$ cat src/rtl/i2c_autoread_pkg.sv
// i2c_autoread_pkg: shared FSM states, register field positions and rate table for the auto-read sequencer
package i2c_autoread_pkg;
  typedef enum logic [2:0] {IDLE, WAIT_TICK, ISSUE, COLLECT, DONE} state_t;
  localparam int CR_RATE = 13;
  localparam int CR_SAMP = 10;
  localparam int CR_NB = 7;
  localparam int ST_BUSY = 15;
  localparam int ST_OVF = 14;
  localparam int ST_ERR = 13;
  localparam int ST_DONE = 12;
  localparam int ST_TS = 11;
  localparam int CMD_START = 15;
  localparam int CMD_STOP = 14;
  localparam int CMD_RW = 7;
  localparam logic [7:0][11:0] RATE_MULT = {
    12'd3000, 12'd1000, 12'd300, 12'd100, 12'd30, 12'd10, 12'd3, 12'd1
  };
endpackage

$ cat src/rtl/i2c_autoread_fifo.sv
// i2c_autoread_fifo: first-word-fall-through FIFO with level, full/empty and synchronous clear
module i2c_autoread_fifo #(
  parameter int AW = 8
) (
  input  logic          clk,
  input  logic          reset,
  input  logic          clr,
  input  logic          push,
  input  logic          pop,
  input  logic [15:0]   din,
  output logic [15:0]   dout,
  output logic [AW:0]   level,
  output logic          full,
  output logic          empty
);
  logic [15:0] mem_q [2**AW];
  logic [AW-1:0] wr_q, wr_d, rd_q, rd_d;
  logic [AW:0] cnt_q, cnt_d;
  logic do_push, do_pop;
  always_comb begin
    do_pop = pop && cnt_q != '0;
    do_push = push && (!cnt_q[AW] || do_pop);
    wr_d = clr ? '0 : wr_q + AW'(do_push);
    rd_d = clr ? '0 : rd_q + AW'(do_pop);
    cnt_d = clr ? '0 : cnt_q + (AW+1)'(do_push) - (AW+1)'(do_pop);
  end
  always_ff @(posedge clk) begin
    if (reset) begin
      wr_q <= '0;
      rd_q <= '0;
      cnt_q <= '0;
    end else begin
      wr_q <= wr_d;
      rd_q <= rd_d;
      cnt_q <= cnt_d;
    end
  end
  always_ff @(posedge clk) begin
    if (do_push && !clr) mem_q[wr_q] <= din;
  end
  assign dout = mem_q[rd_q];
  assign level = cnt_q;
  assign full = cnt_q[AW];
  assign empty = cnt_q == '0;
endmodule

$ cat src/rtl/i2c_autoread_seq.sv
// i2c_autoread_seq: periodic multi-byte I2C auto-read into a tagged FIFO; AUTOREAD_TSTAMP_EN adds tick timestamp entries
module i2c_autoread_seq
  import i2c_autoread_pkg::*;
#(
  parameter int FIFO_AW = 8,
  parameter int TB_BASE = 5000,
  parameter int TIMEOUT_CYC = 100000
) (
  input  logic        clk,
  input  logic        reset,
  output logic        mode,
  input  logic [9:0]  i2c_adata_out,
  input  logic        i2c_adata_write,
  output logic [15:0] i2c_adata_cmd,
  output logic        i2c_adata_start,
  input  logic [15:0] i2c_adata_cmdreg,
  input  logic        i2c_adata_cmdreg_write,
  output logic [15:0] i2c_adata_status,
  output logic [15:0] i2c_adata_fifo_out,
  input  logic        i2c_adata_fifo_read
);
  state_t state_q, state_d;
  logic [31:0] period_q, period_d, tb_q, tb_d, to_q, to_d;
  logic [6:0] addr_q, addr_d;
  logic [2:0] samp_code_q, samp_code_d, nb_q, nb_d, byte_q, byte_d;
  logic [5:0] samp_q, samp_d;
  logic ovf_q, ovf_d, err_q, err_d;
  logic [15:0] cmd_q, cmd_d, fifo_din, fifo_dout, entry;
  logic busy, tick, strobe, timeout, samp_end, last_samp, push, fifo_full, fifo_empty;
  logic [FIFO_AW:0] level;
  assign busy = state_q inside {WAIT_TICK, ISSUE, COLLECT};
  assign tick = busy && tb_q == period_q - 32'd1;
  assign strobe = state_q == COLLECT && i2c_adata_write;
  assign timeout = state_q == COLLECT && !i2c_adata_write && to_q == 32'(TIMEOUT_CYC - 1);
  assign samp_end = timeout || (strobe && (i2c_adata_out[9] || byte_q == nb_q));
  assign last_samp = samp_code_q != 3'd7 && samp_q == 6'((7'd1 << samp_code_q) - 7'd1);
  assign entry = {byte_q == 3'd0, i2c_adata_out[8], samp_q, i2c_adata_out[7:0]};
`ifdef AUTOREAD_TSTAMP_EN
  localparam logic TS_EN = 1'b1;
  logic [15:0] ts_q, ts_d;
  always_comb begin
    ts_d = i2c_adata_cmdreg_write ? 16'd0 : ts_q + 16'(tick);
  end
  always_ff @(posedge clk) begin
    ts_q <= reset ? 16'd0 : ts_d;
  end
  assign push = !i2c_adata_cmdreg_write && (strobe || state_q == ISSUE);
  assign fifo_din = state_q == ISSUE ? ts_q : entry;
`else
  localparam logic TS_EN = 1'b0;
  assign push = !i2c_adata_cmdreg_write && strobe;
  assign fifo_din = entry;
`endif
  i2c_autoread_fifo #(.AW(FIFO_AW)) u_fifo (
    .clk   (clk),
    .reset (reset),
    .clr   (i2c_adata_cmdreg_write),
    .push  (push),
    .pop   (i2c_adata_fifo_read),
    .din   (fifo_din),
    .dout  (fifo_dout),
    .level (level),
    .full  (fifo_full),
    .empty (fifo_empty)
  );
  always_comb begin
    state_d = state_q;
    addr_d = addr_q;
    samp_code_d = samp_code_q;
    nb_d = nb_q;
    period_d = period_q;
    tb_d = (busy && !tick) ? tb_q + 32'd1 : '0;
    to_d = (strobe || state_q != COLLECT) ? '0 : to_q + 32'd1;
    samp_d = samp_q;
    byte_d = byte_q;
    cmd_d = cmd_q;
    err_d = err_q | timeout | (strobe & i2c_adata_out[8]);
    ovf_d = ovf_q | (push & fifo_full & ~i2c_adata_fifo_read);
    case (state_q)
      WAIT_TICK: if (tick) begin
        state_d = ISSUE;
        cmd_d = '0;
        cmd_d[CMD_START] = 1'b1;
        cmd_d[CMD_STOP] = 1'b1;
        cmd_d[10:8] = nb_q;
        cmd_d[CMD_RW] = 1'b1;
        cmd_d[6:0] = addr_q;
      end
      ISSUE: state_d = COLLECT;
      COLLECT: begin
        byte_d = samp_end ? 3'd0 : byte_q + 3'(strobe);
        if (samp_end) begin
          samp_d = samp_q + 6'd1;
          state_d = last_samp ? DONE : WAIT_TICK;
        end
      end
      default: ;
    endcase
    if (i2c_adata_cmdreg_write) begin
      addr_d = i2c_adata_cmdreg[6:0];
      nb_d = i2c_adata_cmdreg[CR_NB +: 3];
      samp_code_d = i2c_adata_cmdreg[CR_SAMP +: 3];
      period_d = 32'(TB_BASE) * 32'(RATE_MULT[i2c_adata_cmdreg[CR_RATE +: 3]]);
      tb_d = '0;
      to_d = '0;
      samp_d = '0;
      byte_d = '0;
      err_d = 1'b0;
      ovf_d = 1'b0;
      state_d = i2c_adata_cmdreg[6:0] != 7'd0 ? WAIT_TICK : IDLE;
    end
  end
  always_ff @(posedge clk) begin
    if (reset) begin
      state_q <= IDLE;
      addr_q <= '0;
      samp_code_q <= '0;
      nb_q <= '0;
      period_q <= '0;
      tb_q <= '0;
      to_q <= '0;
      samp_q <= '0;
      byte_q <= '0;
      cmd_q <= '0;
      err_q <= 1'b0;
      ovf_q <= 1'b0;
    end else begin
      state_q <= state_d;
      addr_q <= addr_d;
      samp_code_q <= samp_code_d;
      nb_q <= nb_d;
      period_q <= period_d;
      tb_q <= tb_d;
      to_q <= to_d;
      samp_q <= samp_d;
      byte_q <= byte_d;
      cmd_q <= cmd_d;
      err_q <= err_d;
      ovf_q <= ovf_d;
    end
  end
  always_comb begin
    i2c_adata_status = '0;
    i2c_adata_status[ST_BUSY] = busy;
    i2c_adata_status[ST_OVF] = ovf_q;
    i2c_adata_status[ST_ERR] = err_q;
    i2c_adata_status[ST_DONE] = state_q == DONE;
    i2c_adata_status[ST_TS] = TS_EN;
    i2c_adata_status[8:0] = 9'(level);
  end
  assign mode = busy;
  assign i2c_adata_start = state_q == ISSUE;
  assign i2c_adata_cmd = cmd_q;
  assign i2c_adata_fifo_out = fifo_empty ? 16'd0 : fifo_dout;
endmodule

$ cat config.mk
export PLATFORM = sky130hd
export DESIGN_NAME = i2c_autoread_seq
export DESIGN_NICKNAME = d
export VERILOG_FILES = /design/src/rtl/i2c_autoread_pkg.sv /design/src/rtl/i2c_autoread_fifo.sv /design/src/rtl/i2c_autoread_seq.sv
export SDC_FILE = /design/constraint.sdc
export NUM_CORES = 2
export LEC_CHECK = 0
export ABC_CLOCK_PERIOD_IN_PS = 38600
export BUFFER_PORTS_ARGS = -buffer_cell sky130_fd_sc_hd__buf_2
export CAP_MARGIN = 10
export CORE_AREA = 2 2 586 588
export DETAILED_ROUTE_END_ITERATION = 8
export DIE_AREA = 0 0 588 590
export GPL_ROUTABILITY_DRIVEN = 0
export PLACE_DENSITY = 0.71
export SYNTH_ARGS = -nofsm -noshare
export SYNTH_HDL_FRONTEND = slang
export SYNTH_HIERARCHICAL = 1
export SYNTH_SLANG_ARGS = --single-unit
$ cat constraint.sdc
create_clock -name clk -period 38.6 [get_ports clk]
set_input_delay 7.72 -clock clk [delete_from_list [all_inputs] [get_ports clk]]
set_output_delay 7.72 -clock clk [all_outputs]
set_load 0.03 [all_outputs]
-- Yosys cells after proc, flatten, opt, wreduce, memory -nomap -nowiden
Memories as Yosys holds them, arrays and structs flattened. A register that Yosys moved wholly into a read port is not among the register bits.
Cells that the tools add are included.
- bits in writable memories: 4096
- input port bits: 31
- output and inout bits: 50
- memories kept: 2
- logic and storage cells: 93
- memory bits (read-only): 96
- flip-flop bits (word level): 150
- memories (memory ; words ; width ; rd ports ; clocked after memory_dff ; write ports ; RTL line ; text):
    u_fifo.mem_q ; 256 ; 16 ; 1 ; 1 ; 1 ; i2c_autoread_fifo.sv:16 ; logic [15:0] mem_q [2**AW];
    (no name shown) ; 8 ; 12 ; 1 ; 0 ; 0 ; i2c_autoread_seq.sv:103 ; period_d = 32'(TB_BASE) * 32'(RATE_MULT[i2c_adata_cmdreg[CR_RATE +: 3]]);
- equality and inequality tests: 12
- reductions and logical operators: 31
- magnitude comparators: 1
- multipliers: 1
- bitwise logic cells: 8
- add/sub/neg operators: 10
- shifts and indexed selects: 1
- multiplexer cells: 12
- operators with widths (cell ; count):
    $add A32 B1 Y32 const B ; 2
    $eq A32 B17 Y1 const B ; 1
    $eq A32 B32 Y1 ; 1
    $sub A25 B1 Y26 const B ; 1
    $mul A10 B12 Y22 const A ; 1
    $add A8 B1 Y8 ; 2
    $mux W16 ; 1
    $mux W3 ; 5
    $mux W12 ; 1
    $logic_and A1 B1 Y1 ; 11
    $add A9 B1 Y9 ; 1
    $logic_not A9 Y1 ; 1
    $ne A3 B3 Y1 const B ; 3
    $pmux W3 S3 ; 1
    $reduce_bool A9 Y1 ; 1
    $sub A9 B1 Y9 ; 1
    $mux W8 ; 1
    $reduce_bool A7 Y1 ; 1
    $add A6 B1 Y6 const B ; 1
    $eq A3 B2 Y1 const B ; 2
    $eq A6 B6 Y1 ; 1
    $reduce_or A3 Y1 ; 2
    $shl A1 B3 Y6 const A ; 1
    $sub A6 B1 Y6 const B ; 1
    18 further kinds ; 32

-- Longest topological paths before layout
- word-level depth: 8
- gate-level depth with buffers: 21
- gate-level depth less buffers: 20

-- Hierarchy
The synthesis kept the hierarchy.
- by module, submodules not included (module ; cells an instance ; area an instance (um^2) ; seq. area each (um^2) ; times used):
    i2c_autoread_fifo ; 7276 ; 158340.6 ; 123498.4 ; 1
    i2c_autoread_seq ; 976 ; 8175.3 ; 2482.4 ; 1

-- Least setup slack after synthesis
OpenSTA, ideal clock, no wires.
- kind: input-to-reg
- from: input port i2c_adata_cmdreg[14]
- to: register period_q[23]
- arrival: 12195 ps
- path slack: 26277 ps
- required time: 38472 ps
- buffers on the path: 2
- library setup time: 128 ps
- stages: 21
- path through: clkbuf_1 > and2_1 > clkbuf_1 > inv_1 > fa_1 > inv_1 > ha_1 > inv_1 > fa_1 > inv_1 > ha_1 > ha_1 > ha_1 > a31o_2 > or3_1 > a41oi_1 > o31ai_1 > o41ai_1 > xnor2_1 > mux2i_1 > nor2_1
- word-level cells in the longest chain between the ends: 3
- ends and longest elaborated chain (item ; RTL line ; text):
    start: declaration ; i2c_autoread_seq.sv:16 ; input logic [15:0] i2c_adata_cmdreg,
    $mem_v2 Z8 W12 ; - ;
    $mux W12 (implied by the code) ; i2c_autoread_seq.sv:103 ;
    $mul A10 B12 Y22 ; i2c_autoread_seq.sv:103 ;
    end signal: assignment ; i2c_autoread_seq.sv:132 ; period_q <= period_d;
    end: declaration ; i2c_autoread_seq.sv:23 ; logic [31:0] period_q, period_d, tb_q, tb_d, to_q, to_d;
No other way between the ends. The select of a mux whose other input is x is not followed.
A chain may end at the register's enable or synchronous reset.

==> results_dict.tcl <==
set metrics [dict create \
    outcome "completed" \
    finalClockSkew_ns 0.05877 \
    clk_pin_slew_worst_paths_ns 0.06 \
    dieWidth_um 588 \
    layout_commonest_cell "edfxtp_1" \
    grt_max_degree 229 \
    vias 88320 \
    ios 81 \
    worstPathRequired_ns 30.88 \
    holdWs_ns 0.4523 \
    crit_type "flop to output port" \
    crit_path_end_kind "output port" \
    core_region_area_um2 341100 \
    ant_nets 0 \
    drive_above_1_share_pct 22.67 \
    avgViaCountPerCell 6.504 \
    track_usage_pct 26.39 \
    hold_class "flop to flop" \
    post_cts_buffers 0 \
    ys_ff_latch 4245 \
    synth_cells 8252 \
    clock_sinks 4245 \
    min_period_over_period_pct 39.60 \
    holdPathEnd "tb_q[0]" \
    post-route-min-period_ns 15.29 \
    finalNonFillerCells 13580 \
    syn_avg_cell_area_um2 20.18 \
    insertion_delay_ns 0.93 \
    floorplan.initialDensity_pct 48.82 \
    synthTopCellsByArea "edfxtp_1, mux4_2, mux2i_1" \
    dr.pass1.iters 7 \
    synthFlopType "edfxtp_1" \
    drt-total-wl_mm 464.9 \
    synth_top_family_by_area "multiplexers" \
    cts-resized-gates 0 \
    setup_slack_ns 23.31 \
    synth_fa_ha_area_share_pct 0.7529 \
    synth_cell_type_count 84 \
    max_slew_margin_pct 2.408 \
    yosysTopAreaCellShare_pct 73.87 \
    drc 0 \
    r2r_end "state_q[1]" \
    fin_nets 8791 \
    place_area_um2 173300 \
    overflow 0 \
    start_kind "flop" \
    whs_path_depth 1 \
    rsz0062_at_grt "no" \
    peakVddDrop_mv 0.03800 \
    rows 215 \
    grt_pass1_wl_mm 651.8 \
    final-setup-viol-count 0 \
    cpMostUsedCell "buf_4" \
    dp.cells 12810 \
    final_cell_mix "edfxtp_1, mux4_2, nor2_1" \
    finalHoldViolCount 0 \
    root_buffer "clkbuf_16" \
    avgRoutedWirePerCell_um 34.23 \
    cap_viol_max_count 0 \
    chipHeight_um 590 \
    cts_buffer_depth 4 \
    p_total_mw 9.658 \
    syn_area_um2 166500 \
    finish.utilization_pct 54.63 \
    arrival_ns 7.57 \
    drv_slew 0 \
    synth-async-reset-ratio_pct 0 \
    crit_path_max_fanout 55 \
    setup_tns_ns 0 \
    ys_warn_count 6 \
    io_buffers 74 \
    die_area_um2 346900 \
    worstMarginPinSlew_ns 1.454 \
    dr.first_iter.drc_count 14600 \
    numCtsBuffers 412 \
    r2r_setup_slack_ns 33.86 \
    fmax_ghz 0.06542 \
    worstPathCellList "buf_12 > buf_4 > buf_4 > buf_4 > mux2i_1 > o221ai_1 > a21oi_1 > a221oi_1 > o31ai_1 > o32ai_1 > nor2b_1 > buf_2" \
    synth_compound_area_share_pct 4.058 \
    stdcell_area_um2 186400 \
    r2r-start "period_q[5]" \
    max_stage_delay_ns 1.18 \
    synth-xor-area-share_pct 0.6996 \
    preCtsSetupSlack_ns 24.22 \
    area_growth_pct 11.91 \
    ys_seq_area_share_pct 75.66 \
    muxShareOfSynthArea_pct 14.32 \
    htree_levels 5 \
    hold_buffers 0 \
    antenna_found_initial 30 \
    cts_tree "done" \
    post-dp-hpwl_mm 271.6 \
    synth_area_leader_cell "edfxtp_1" \
    min_from "tb_q[0]" \
    rr_worst_depth 8 \
    synth-simple-area-share_pct 2.633 \
    critPathSlowestCell "a221oi_1" \
    power.density_nw_per_um2 51.83 \
    p_leak_nw 58.66 \
    synth_edf_count 4096 \
    grt_pass1_vias 85850 \
]
[final cells by class]
class                      instances  area, um^2
sequential                      4245      126000
inverter                          64       247.7
antenna                           24       60.06
fill                           25250      154700
tap                             4557        5702
clock inverter                   245        2153
clock buffer                     501       10800
multi-input combinational       3459       37650
timing repair buffer             485        3714
[state kept, by name, summed over array words and instances, names as in the netlist]
name	flops
u_fifo/wr_q	8
nb_q	3
addr_q	7
err_q	1
tb_q	32
i2c_adata_cmd	11
byte_q	3
u_fifo/level	9
state_q	3
period_q	22
samp_code_q	3
to_q	32
ovf_q	1
samp_q	6
u_fifo/rd_q	8
u_fifo/mem_q	4096
[cell families (layout without fill, tap and decap cells)]
kind of cell	Yosys count	after routing
xor+xnor	133	133
other cells	1	30
mux	1298	1298
compound gates	961	961
simple gates	968	968
fa+ha+maj	93	93
flops	4245	4245
buf+inv	553	1295
[per-layer routing]
layer	up-vias	global-route usage (%)	routed length, um
met2	6263	40.42	215000
met3	1020	7.189	62040
li1	35010	-	-
met1	46020	35.32	163700
met4	12	12.56	24060
met5	-	0	79
[critical path, delay by kind of cell (launching register included)]
family | cells | cell delay, ns
flip-flops | 1 | 0.80
AO/OA/AOI/OAI | 5 | 2.14
buffers and inverters | 5 | 2.80
AND/OR/NAND/NOR | 1 | 0.55
multiplexers | 1 | 0.16
[cell usage after synthesis, drive strengths merged, types with 35 or more instances]
| library cell | n |
|---|---|
| a211oi | 56 |
| a21oi | 194 |
| a221oi | 77 |
| a22oi | 255 |
| buf | 265 |
| clkbuf | 224 |
| dfxtp | 149 |
| edfxtp | 4096 |
| ha | 81 |
| inv | 63 |
| mux2i | 425 |
| mux4 | 867 |
| nand2 | 168 |
| nand3 | 83 |
| nand4 | 35 |
| nor2 | 467 |
| nor2b | 36 |
| nor3 | 43 |
| o211ai | 36 |
| o21ai | 98 |
| o221ai | 40 |
| o22ai | 40 |
| xnor2 | 71 |
| xor2 | 62 |
[how the worst max path moves through the flow]
stage                                     from                      to  slack [ns]  cells after the start
after floorplan           i2c_adata_cmdreg[14]            period_q[23]       26.28                     21
after detailed placement        u_fifo/rd_q[0]   i2c_adata_fifo_out[6]       24.22                     13
after global routing            u_fifo/rd_q[0]   i2c_adata_fifo_out[6]       22.94                     13
after global placement          u_fifo/rd_q[0]   i2c_adata_fifo_out[5]       23.89                     12
after CTS                       u_fifo/rd_q[0]   i2c_adata_fifo_out[6]       23.24                     13
final                           u_fifo/rd_q[0]  i2c_adata_fifo_out[12]       23.31                     12
[power by group]
part           total, mW  internal, mW  switching (mW)  leakage (nW)
logic              0.711         0.291           0.420          12.6
registers           5.04          5.02          0.0150          39.7
clock network       3.91          2.22            1.69          6.34
total               9.66          7.53            2.12          58.7
No activity file was read; power rests on OpenSTA's default activity.
